### src/rtl/fifo_pkg.sv
// fifo_pkg: shared definitions for the async FIFO write/read controllers.
//   ADDR_WIDTH  - default memory address width (depth = 2**ADDR_WIDTH)
//   SYNC_STAGES - default flop count of a pointer synchroniser
//   ptr_t       - pointer type, one bit wider than the address
//   bin2gray / gray2bin - code conversions on a zero-extended 32-bit
//   container. They are valid for any width up to 32 because the unused
//   upper bits stay zero. Callers cast the result back to their own width.
`timescale 1ns/1ps
package fifo_pkg;

  localparam int ADDR_WIDTH  = 5;
  localparam int SYNC_STAGES = 2;

  typedef logic [ADDR_WIDTH:0] ptr_t;

  function automatic logic [31:0] bin2gray(input logic [31:0] b);
    return b ^ (b >> 1);
  endfunction

  // Prefix XOR from the MSB down, built in log2(32) doubling steps.
  function automatic logic [31:0] gray2bin(input logic [31:0] g);
    logic [31:0] b;
    b = g;
    for (int s = 1; s < 32; s = s * 2) begin
      b = b ^ (b >> s);
    end
    return b;
  endfunction

endpackage

### src/rtl/fifo_wr_ctrl_if.sv
// fifo_wr_ctrl_if: bundle between the producer/memory side and the FIFO
// write controller.
//   Wr_req      producer push request
//   Rd_ptr_gray Gray read pointer from the read clock domain (asynchronous)
//   Wr_en       write strobe to the memory
//   Wr_addr     write address to the memory
//   Wr_ptr_gray registered Gray write pointer for the read side
//   Full        registered full flag
//   Wr_level    fill level seen from the write domain
//   Overflow    sticky push-while-full flag
//   Almost_full only when WR_ALMOST_FULL_EN is defined
// Modports: master = environment side, slave = controller side.
`timescale 1ns/1ps
import fifo_pkg::*;

interface fifo_wr_ctrl_if #(
  parameter int Addr_width = ADDR_WIDTH
);
  logic                  Wr_req;
  logic [Addr_width:0]   Rd_ptr_gray;
  logic                  Wr_en;
  logic [Addr_width-1:0] Wr_addr;
  logic [Addr_width:0]   Wr_ptr_gray;
  logic                  Full;
  logic [Addr_width:0]   Wr_level;
  logic                  Overflow;
`ifdef WR_ALMOST_FULL_EN
  logic                  Almost_full;
`endif

  modport master (
    output Wr_req, Rd_ptr_gray,
    input  Wr_en, Wr_addr, Wr_ptr_gray, Full, Wr_level, Overflow
`ifdef WR_ALMOST_FULL_EN
    , input Almost_full
`endif
  );

  modport slave (
    input  Wr_req, Rd_ptr_gray,
    output Wr_en, Wr_addr, Wr_ptr_gray, Full, Wr_level, Overflow
`ifdef WR_ALMOST_FULL_EN
    , output Almost_full
`endif
  );
endinterface

### src/rtl/sync_ff.sv
// sync_ff: N-stage, W-bit synchroniser with asynchronous active-high reset.
//   clk - destination clock
//   rst - asynchronous active-high reset
//   d   - asynchronous input (must change at most one bit at a time)
//   q   - synchronised output, N cycles behind d
`timescale 1ns/1ps
module sync_ff #(
  parameter int W = 1,
  parameter int N = 2
) (
  input  logic         clk,
  input  logic         rst,
  input  logic [W-1:0] d,
  output logic [W-1:0] q
);

  logic [W-1:0] stage_reg [N];

  always_ff @(posedge clk or posedge rst) begin
    if (rst) begin
      for (int i = 0; i < N; i++) begin
        stage_reg[i] <= '0;
      end
    end else begin
      stage_reg[0] <= d;
      for (int i = 1; i < N; i++) begin
        stage_reg[i] <= stage_reg[i-1];
      end
    end
  end

  assign q = stage_reg[N-1];

endmodule

### src/rtl/fifo_wr_ctrl.sv
// fifo_wr_ctrl: write-side controller of the asynchronous FIFO.
// Keeps the write pointer in binary and Gray form, synchronises the read
// Gray pointer into clk, and derives Full, Wr_level and a sticky Overflow.
//   clk - write-domain clock
//   rst - asynchronous active-high reset
//   bus - fifo_wr_ctrl_if.slave (Wr_req/Rd_ptr_gray in; Wr_en, Wr_addr,
//         Wr_ptr_gray, Full, Wr_level, Overflow[, Almost_full] out)
// Optional feature macro: WR_ALMOST_FULL_EN adds the registered Almost_full
// output (threshold Almost_full_thresh).
`timescale 1ns/1ps
import fifo_pkg::*;

module fifo_wr_ctrl #(
  parameter int Addr_width         = ADDR_WIDTH,
  parameter int Sync_stages        = SYNC_STAGES,
  parameter int Almost_full_thresh = 28
) (
  input  logic clk,
  input  logic rst,
  fifo_wr_ctrl_if.slave bus
);

  localparam int PW = Addr_width + 1;

  logic [PW-1:0] wbin_reg, wbin_next;
  logic [PW-1:0] gray_reg, gray_next;
  logic [PW-1:0] rq_sync, rq_bin, full_cmp;
  logic          full_reg, ovf_reg;
  logic          wr_en;

  // Only the synchroniser touches the asynchronous read pointer.
  sync_ff #(.W(PW), .N(Sync_stages)) u_rq_sync (
    .clk (clk),
    .rst (rst),
    .d   (bus.Rd_ptr_gray),
    .q   (rq_sync)
  );

  always_comb begin
    // Masked by rst so nothing is written into the memory while the
    // pointers are held in reset.
    wr_en     = bus.Wr_req & ~full_reg & ~rst;
    wbin_next = wbin_reg + PW'(wr_en);
    gray_next = PW'(bin2gray(32'(wbin_next)));
    rq_bin    = PW'(gray2bin(32'(rq_sync)));
    // Write pointer exactly one lap ahead of the read pointer, expressed in
    // Gray code: the top two bits are inverted, the rest are equal.
    full_cmp  = {~rq_sync[PW-1:PW-2], rq_sync[PW-3:0]};
  end

  always_ff @(posedge clk or posedge rst) begin
    if (rst) begin
      wbin_reg <= '0;
      gray_reg <= '0;
      full_reg <= 1'b0;
      ovf_reg  <= 1'b0;
    end else begin
      wbin_reg <= wbin_next;
      gray_reg <= gray_next;
      // Recomputed every cycle so a read can clear it even without pushes.
      full_reg <= (gray_next == full_cmp);
      if (bus.Wr_req && full_reg) begin
        ovf_reg <= 1'b1;
      end
    end
  end

`ifdef WR_ALMOST_FULL_EN
  logic af_reg;
  logic [PW-1:0] level_next;

  assign level_next = wbin_next - rq_bin;

  always_ff @(posedge clk or posedge rst) begin
    if (rst) begin
      af_reg <= 1'b0;
    end else begin
      af_reg <= (level_next >= PW'(Almost_full_thresh));
    end
  end

  assign bus.Almost_full = af_reg;
`endif

  assign bus.Wr_en       = wr_en;
  assign bus.Wr_addr     = wbin_reg[Addr_width-1:0];
  assign bus.Wr_ptr_gray = gray_reg;
  assign bus.Full        = full_reg;
  // Uses the lagging synchronised read pointer, so it never underestimates.
  assign bus.Wr_level    = wbin_reg - rq_bin;
  assign bus.Overflow    = ovf_reg;

endmodule
### src/flat_wrapper.sv
// flat-port wrapper written by rule: the top's interface ports become plain ports
module fifo_wr_ctrl_flat 
#(
  parameter int Addr_width         = ADDR_WIDTH,
  parameter int Sync_stages        = SYNC_STAGES,
  parameter int Almost_full_thresh = 28
)
  (clk, rst, bus_Wr_req, bus_Rd_ptr_gray, bus_Wr_en, bus_Wr_addr, bus_Wr_ptr_gray, bus_Full, bus_Wr_level, bus_Overflow);
  fifo_wr_ctrl_if #(.Addr_width(Addr_width)) bus_i ();
  input  logic clk;
  input  logic rst;
  input wire logic [$bits(bus_i.Wr_req)-1:0] bus_Wr_req;
  input wire logic [$bits(bus_i.Rd_ptr_gray)-1:0] bus_Rd_ptr_gray;
  output wire logic [$bits(bus_i.Wr_en)-1:0] bus_Wr_en;
  output wire logic [$bits(bus_i.Wr_addr)-1:0] bus_Wr_addr;
  output wire logic [$bits(bus_i.Wr_ptr_gray)-1:0] bus_Wr_ptr_gray;
  output wire logic [$bits(bus_i.Full)-1:0] bus_Full;
  output wire logic [$bits(bus_i.Wr_level)-1:0] bus_Wr_level;
  output wire logic [$bits(bus_i.Overflow)-1:0] bus_Overflow;
  assign bus_i.Wr_req = bus_Wr_req;
  assign bus_i.Rd_ptr_gray = bus_Rd_ptr_gray;
  assign bus_Wr_en = bus_i.Wr_en;
  assign bus_Wr_addr = bus_i.Wr_addr;
  assign bus_Wr_ptr_gray = bus_i.Wr_ptr_gray;
  assign bus_Full = bus_i.Full;
  assign bus_Wr_level = bus_i.Wr_level;
  assign bus_Overflow = bus_i.Overflow;
  fifo_wr_ctrl #(.Addr_width(Addr_width), .Sync_stages(Sync_stages), .Almost_full_thresh(Almost_full_thresh)) u_core (.clk(clk), .rst(rst), .bus(bus_i));
endmodule
### config.mk
export PLATFORM = sky130hd
export DESIGN_NAME = fifo_wr_ctrl_flat
export DESIGN_NICKNAME = d
export VERILOG_FILES = /design/src/rtl/fifo_pkg.sv /design/src/rtl/fifo_wr_ctrl_if.sv /design/src/rtl/sync_ff.sv /design/src/rtl/fifo_wr_ctrl.sv /design/src/flat_wrapper.sv
export SDC_FILE = /design/constraint.sdc
export NUM_CORES = 1
export LEC_CHECK = 0
export BUFFER_PORTS_ARGS = -buffer_cell sky130_fd_sc_hd__buf_2
export CORE_MARGIN = 5
export CORE_UTILIZATION = 40
export CTS_CLUSTER_DIAMETER = 80
export DETAILED_ROUTE_END_ITERATION = 16
export GPL_TIMING_DRIVEN = 0
export PLACE_DENSITY_LB_ADDON = 0.3
export SYNTH_ARGS = -nofsm -noshare
export SYNTH_HDL_FRONTEND = slang
export SYNTH_SLANG_ARGS = --single-unit
### constraint.sdc
create_clock -name clk -period 7.4 [get_ports clk]
set_input_delay 1.11 -clock clk [delete_from_list [all_inputs] [get_ports clk]]
set_output_delay 1.11 -clock clk [all_outputs]
set_load 0.005 [all_outputs]
### Yosys cells after proc, flatten, opt, wreduce, memory -nomap -nowiden

Index checks and enable logic that the tools add are counted.

| operators by class | value |
|---|---|
| add/subtract/negate cells | 2 |
| equality and inequality tests | 1 |
| bitwise gates (word level) | 11 |
| reductions and logical operators | 1 |

Operator list:

| cell | count |
|---|---|
| $xor A30 B28 Y30 | 1 |
| $xor A22 B22 Y22 | 1 |
| $xor A6 B5 Y6 | 2 |
| $add A6 B1 Y6 | 1 |
| $eq A6 B6 Y1 | 1 |
| $sub A6 B6 Y6 | 1 |
| $xor A6 B4 Y6 | 1 |
| $xor A6 B6 Y6 | 1 |
| $and A1 B1 Y1 | 2 |
| $not A1 Y1 | 2 |
| $not A2 Y2 | 1 |
| $logic_and A1 B1 Y1 | 1 |

| storage, ports and cells | value |
|---|---|
| register bits | 26 |
| input port bits | 9 |
| word-level logic and storage cells | 21 |

### Longest topological paths before layout

| depth | value |
|---|---|
| word-level depth | 6 |
| mapped depth | 12 |
| depth with buffers taken out | 12 |

### Cells and area by module

A second synthesis with hierarchy kept.

| second synthesis, totals | value |
|---|---|
| cell total of the unflattened synthesis | 107 |
| area, all modules | 1277.5 µm² |

Modules (own cells, without submodules):

| module | times used | cells each | area an instance (µm²) | sequential area each (µm²) |
|---|---|---|---|---|
| fifo_wr_ctrl | 1 | 88 | 928.4 | 325.3 |
| sync_ff | 1 | 19 | 349.1 | 300.3 |

### Worst setup path after synthesis

Ideal clock, no wire load.

| path | value |
|---|---|
| kind | register to output |
| start | reg u_core.u_rq_sync.stage_reg (netlist bit u_core.u_rq_sync.q[5]) |
| end | out bus_Wr_level[5] |
| data arrival time | 2463 ps |
| setup slack | 3827 ps |
| stages on the path, launching flop included | 11 |
| path through | dfrtp_1 -> xnor2_2 -> xor2_2 -> xor2_2 -> xor2_2 -> ha_1 -> nor2b_1 -> o21ai_0 -> a21boi_0 -> or4_1 -> nand3_1 |

| between the ends | value |
|---|---|
| cells in the longest elaborated chain, start to end | 6 |

Ends and longest elaborated chain:

| what | line | text |
|---|---|---|
| from (decl) | sync_ff.sv:17 | `logic [W-1:0] stage_reg [N];` |
| from (signal, indexed assignment) | sync_ff.sv:27 | `stage_reg[i] <= stage_reg[i-1];` |
| $xor A6 B5 Y6 | fifo_pkg.sv:25 | `b = b ^ (b >> s);` |
| $xor A6 B4 Y6 | fifo_pkg.sv:25 |  |
| $xor A30 B28 Y30 | fifo_pkg.sv:25 |  |
| $xor A22 B22 Y22 | fifo_pkg.sv:25 |  |
| $xor A6 B6 Y6 | fifo_pkg.sv:25 |  |
| $sub A6 B6 Y6 | fifo_wr_ctrl.sv:90 | `assign bus.Wr_level = wbin_reg - rq_bin;` |
| to (decl) | flat_wrapper.sv:18 | `output wire logic [$bits(bus_i.Wr_level)-1:0] bus_Wr_level;` |

Every way passes these cells.

### Final worst setup path

Ends and elaborated chain as after synthesis.

==> flow_summary.toml <==
[timing]
fmax_ghz = 0.2360
maxSlewHeadroom_pct = 39.67
fin_crit_ns = 4.238
fin_crit_sh_pct = 57.27
hold_viol = 0
slew_violations = 0
finClkSkew_ns = 0.009691
tns_ns = 0
rsz0062_at_grt = "no"
worstMarginPinSlew_ns = 0.9040
setup_viol = 0

[worst_hold_path]
hold_start = "u_core.u_rq_sync.stage_reg[11]$_DFF_PP0_"
hold_path.class = "register to register"

[floorplan]
rows = 20
core_region_area_sq_um = 3003
fp.dieArea_sq_um = 4317
chipHeight_um = 65.71
fp.dieW_um = 65.71
start_util_pct = 41.33
io_pins = 29

[finish]
layout-drive-gt1-share_pct = 28.57
utilization_pct = 48.29
num_antenna_cells = 0
fin_nets = 151
area_delta_synth_final_pct = 16.83

[worst_setup_path]
crit_path_max_fanout = 3
critPathLaunchType = "register"
cp.arrival_ns = 3.13
crit_start = "u_core.u_rq_sync.q[5]$_DFF_PP0_"
reg2reg_from = "u_core.bus.Full$_DFF_PP0_"
r2r_end = "u_core.bus.Full$_DFF_PP0_"
reg2reg_slack_ns = 4.98
endpoint_kind = "primary output"
crit_type = "register to primary output"
critPathCapture = "bus_Wr_level[5]"
reg2regPathDepth = 8
required_ns = 6.29

[power]
p_int_mw = 0.3544
leakage_nw = 0.7443
clkPwrFrac_pct = 10.3
p_sw_mw = 0.2130
ir_drop_mv = 0.1405
combPwrFrac_pct = 55.4
pwr_density_cell_nw_per_um2 = 391.3
p_seq_share_pct = 34.3
p_sw_share_pct = 37.54

[clocking]
postCtsSetupRepairBufs = 0
cts_htree_levels = 1
cts_tree = "yes"
hold_buffers = 0
clock-sinks = 25
cts_buffers = 3
clkLatencyLatePin_ns = 0.31
cts.clk_slew.worst_paths_ns = 0.12
ctsResizeCount = 0
cts_buffer_depth = 2
cts_root_buf = "clkbuf_4"

[global_route]
grt_remaining_overflow = 0
grt_use_total_pct = 10.04
grt_pass1_vias = 802
antenna_found_initial = 0
grt_max_degree = 26
grt_pass1_wl_um = 3367

[yosys]
synth_most_common_cell = "dfrtp_1"
synth_area_per_cell_sq_um = 12.29
synth_common_cells = "dfrtp_1 (25), xor2_1 (11), xnor2_1 (8)"
synth_seq_area_share_pct = 50.40
synth_top_area_share_pct = 50.40
synthArstFlopShare_pct = 100.0
synth_area_leaders = "dfrtp_1 (50%), xor2_1 (7.8%), ha_1 (7.1%), xnor2_1 (5.6%), xor2_2 (3.9%)"
ys.flop_type = "dfrtp_1"
synth_area_sq_um = 1241
syn-num-nets = 118
syn_inst = 101
synth-edff-count = 0
yosysUniqueCellTypes = 33
synth_warnings = 0
synth_seq_cells = 25
yosysTopAreaCell = "dfrtp_1"

[drt]
drt-initial-drc-count = 8
antenna_left = 0
drt-pass1-iter-count = 4
drt-total-wl_um = 1902
route.detailed.drc = 0
viasPerCell = 4.657
routed-via-count = 773
wl_per_cell_um = 11.46

[job]
cap_violations = 0

[place]
io_buffers = 28
gp_congestion = 0.7626
dp_hpwl_um = 1544

[run_status]
status = "completed"
==> cell type report <==
cell class              instances  area, sq um
fillers                       282         1553
flip-flops and latches         25        625.6
multi-input cells              66        575.6
repair buffers                 28        140.1
well taps                      33        41.29
clock buffers                   3        22.52
inverters                       6        22.52
plain buffers                   4        17.52
clock inverters                 1        5.005
==> worst min path at each step <==
stage,cells after the start,to,slack [ns]
detailed placement,0,u_core.u_rq_sync.q[0]$_DFF_PP0_,0.33
global route,0,u_core.u_rq_sync.q[5]$_DFF_PP0_,0.38
CTS,0,u_core.u_rq_sync.q[0]$_DFF_PP0_,0.37
floorplan,0,u_core.u_rq_sync.q[0]$_DFF_PP0_,0.33
global placement,0,u_core.u_rq_sync.q[0]$_DFF_PP0_,0.33
finish,0,u_core.u_rq_sync.q[5]$_DFF_PP0_,0.36
==> cell usage in the layout (no fill, tap or decap), drive strengths merged <==
master  Yosys  layout
a31oi       1       1
xnor3       1       1
clkbuf      2       5
buf         2      30
dfrtp      25      25
xor3        1       1
a21o        1       1
inv         6       6
nand2       4       4
fa          1       1
nand3       3       3
or4         1       1
and3        1       1
nor3b       2       2
o22ai       1       1
nor2b       1       1
and4        1       1
o21ai       1       1
ha          7       7
a21boi      2       2
o211ai      1       1
clkinv      0       1
a21oi       3       3
nand4       1       1
and2        1       1
or3         1       1
xnor2       9       9
nor2        3       3
xor2       14      14
nor3        1       1
nand2b      2       2
nor4        1       1
==> stage by stage <==
step           power [mW]  hold slack (ns)  instance area, sq um  instances  setup slack, ns
2_1_floorplan      0.4189           0.3312                  1241        101            3.827
3_3_place_gp       0.5108           0.3322                  1423        162            3.544
3_5_place_dp       0.5193           0.3347                  1423        162            3.434
4_1_cts            0.5793           0.3659                  1450        166            3.067
5_1_grt            0.6285           0.3777                  1450        166            2.900
6_report           0.5674           0.3634                  1450        166            3.162
==> layer usage <==
| metal | vias to the layer above | share of wire, % | GRT usage (%) |
|---|---|---|---|
| met4 | 0 | 1.0 | 3.886 |
| li1 | 398 | - | - |
| met5 | - | 0 | 0 |
| met2 | 21 | 47 | 17.40 |
| met1 | 352 | 46 | 12.42 |
| met3 | 2 | 6.0 | 1.538 |
==> worst max-delay path, cell delays in order (launching register included) <==
cell	delay [ns]
dfrtp_1	0.46
xnor2_2	0.26
xor2_2	0.23
xor2_2	0.23
xor2_2	0.26
ha_1	0.27
nor2b_1	0.12
o21ai_0	0.20
a21boi_0	0.18
or4_1	0.42
nand3_1	0.09
buf_2	0.11
==> cell families after synthesis <==
group | synth area share (%)
and+or+nand+nor | 10.28
DFF | 50.40
buffers and inverters | 3.226
AOI/OAI and AO/OA | 5.040
xor gates and xnor gates | 22.38
adders and majority gates | 8.669
==> power groups by stage <==
stage               Sequential, mW  Combinational [mW]  Clock (mW)
detailed placement           0.199               0.321           0
global route                 0.201               0.359      0.0681
finish                       0.195               0.314      0.0583
floorplan                    0.201               0.218           0
CTS                          0.196               0.322      0.0620
global placement             0.199               0.312           0
Note: power is estimated with default switching activity, not from simulation.
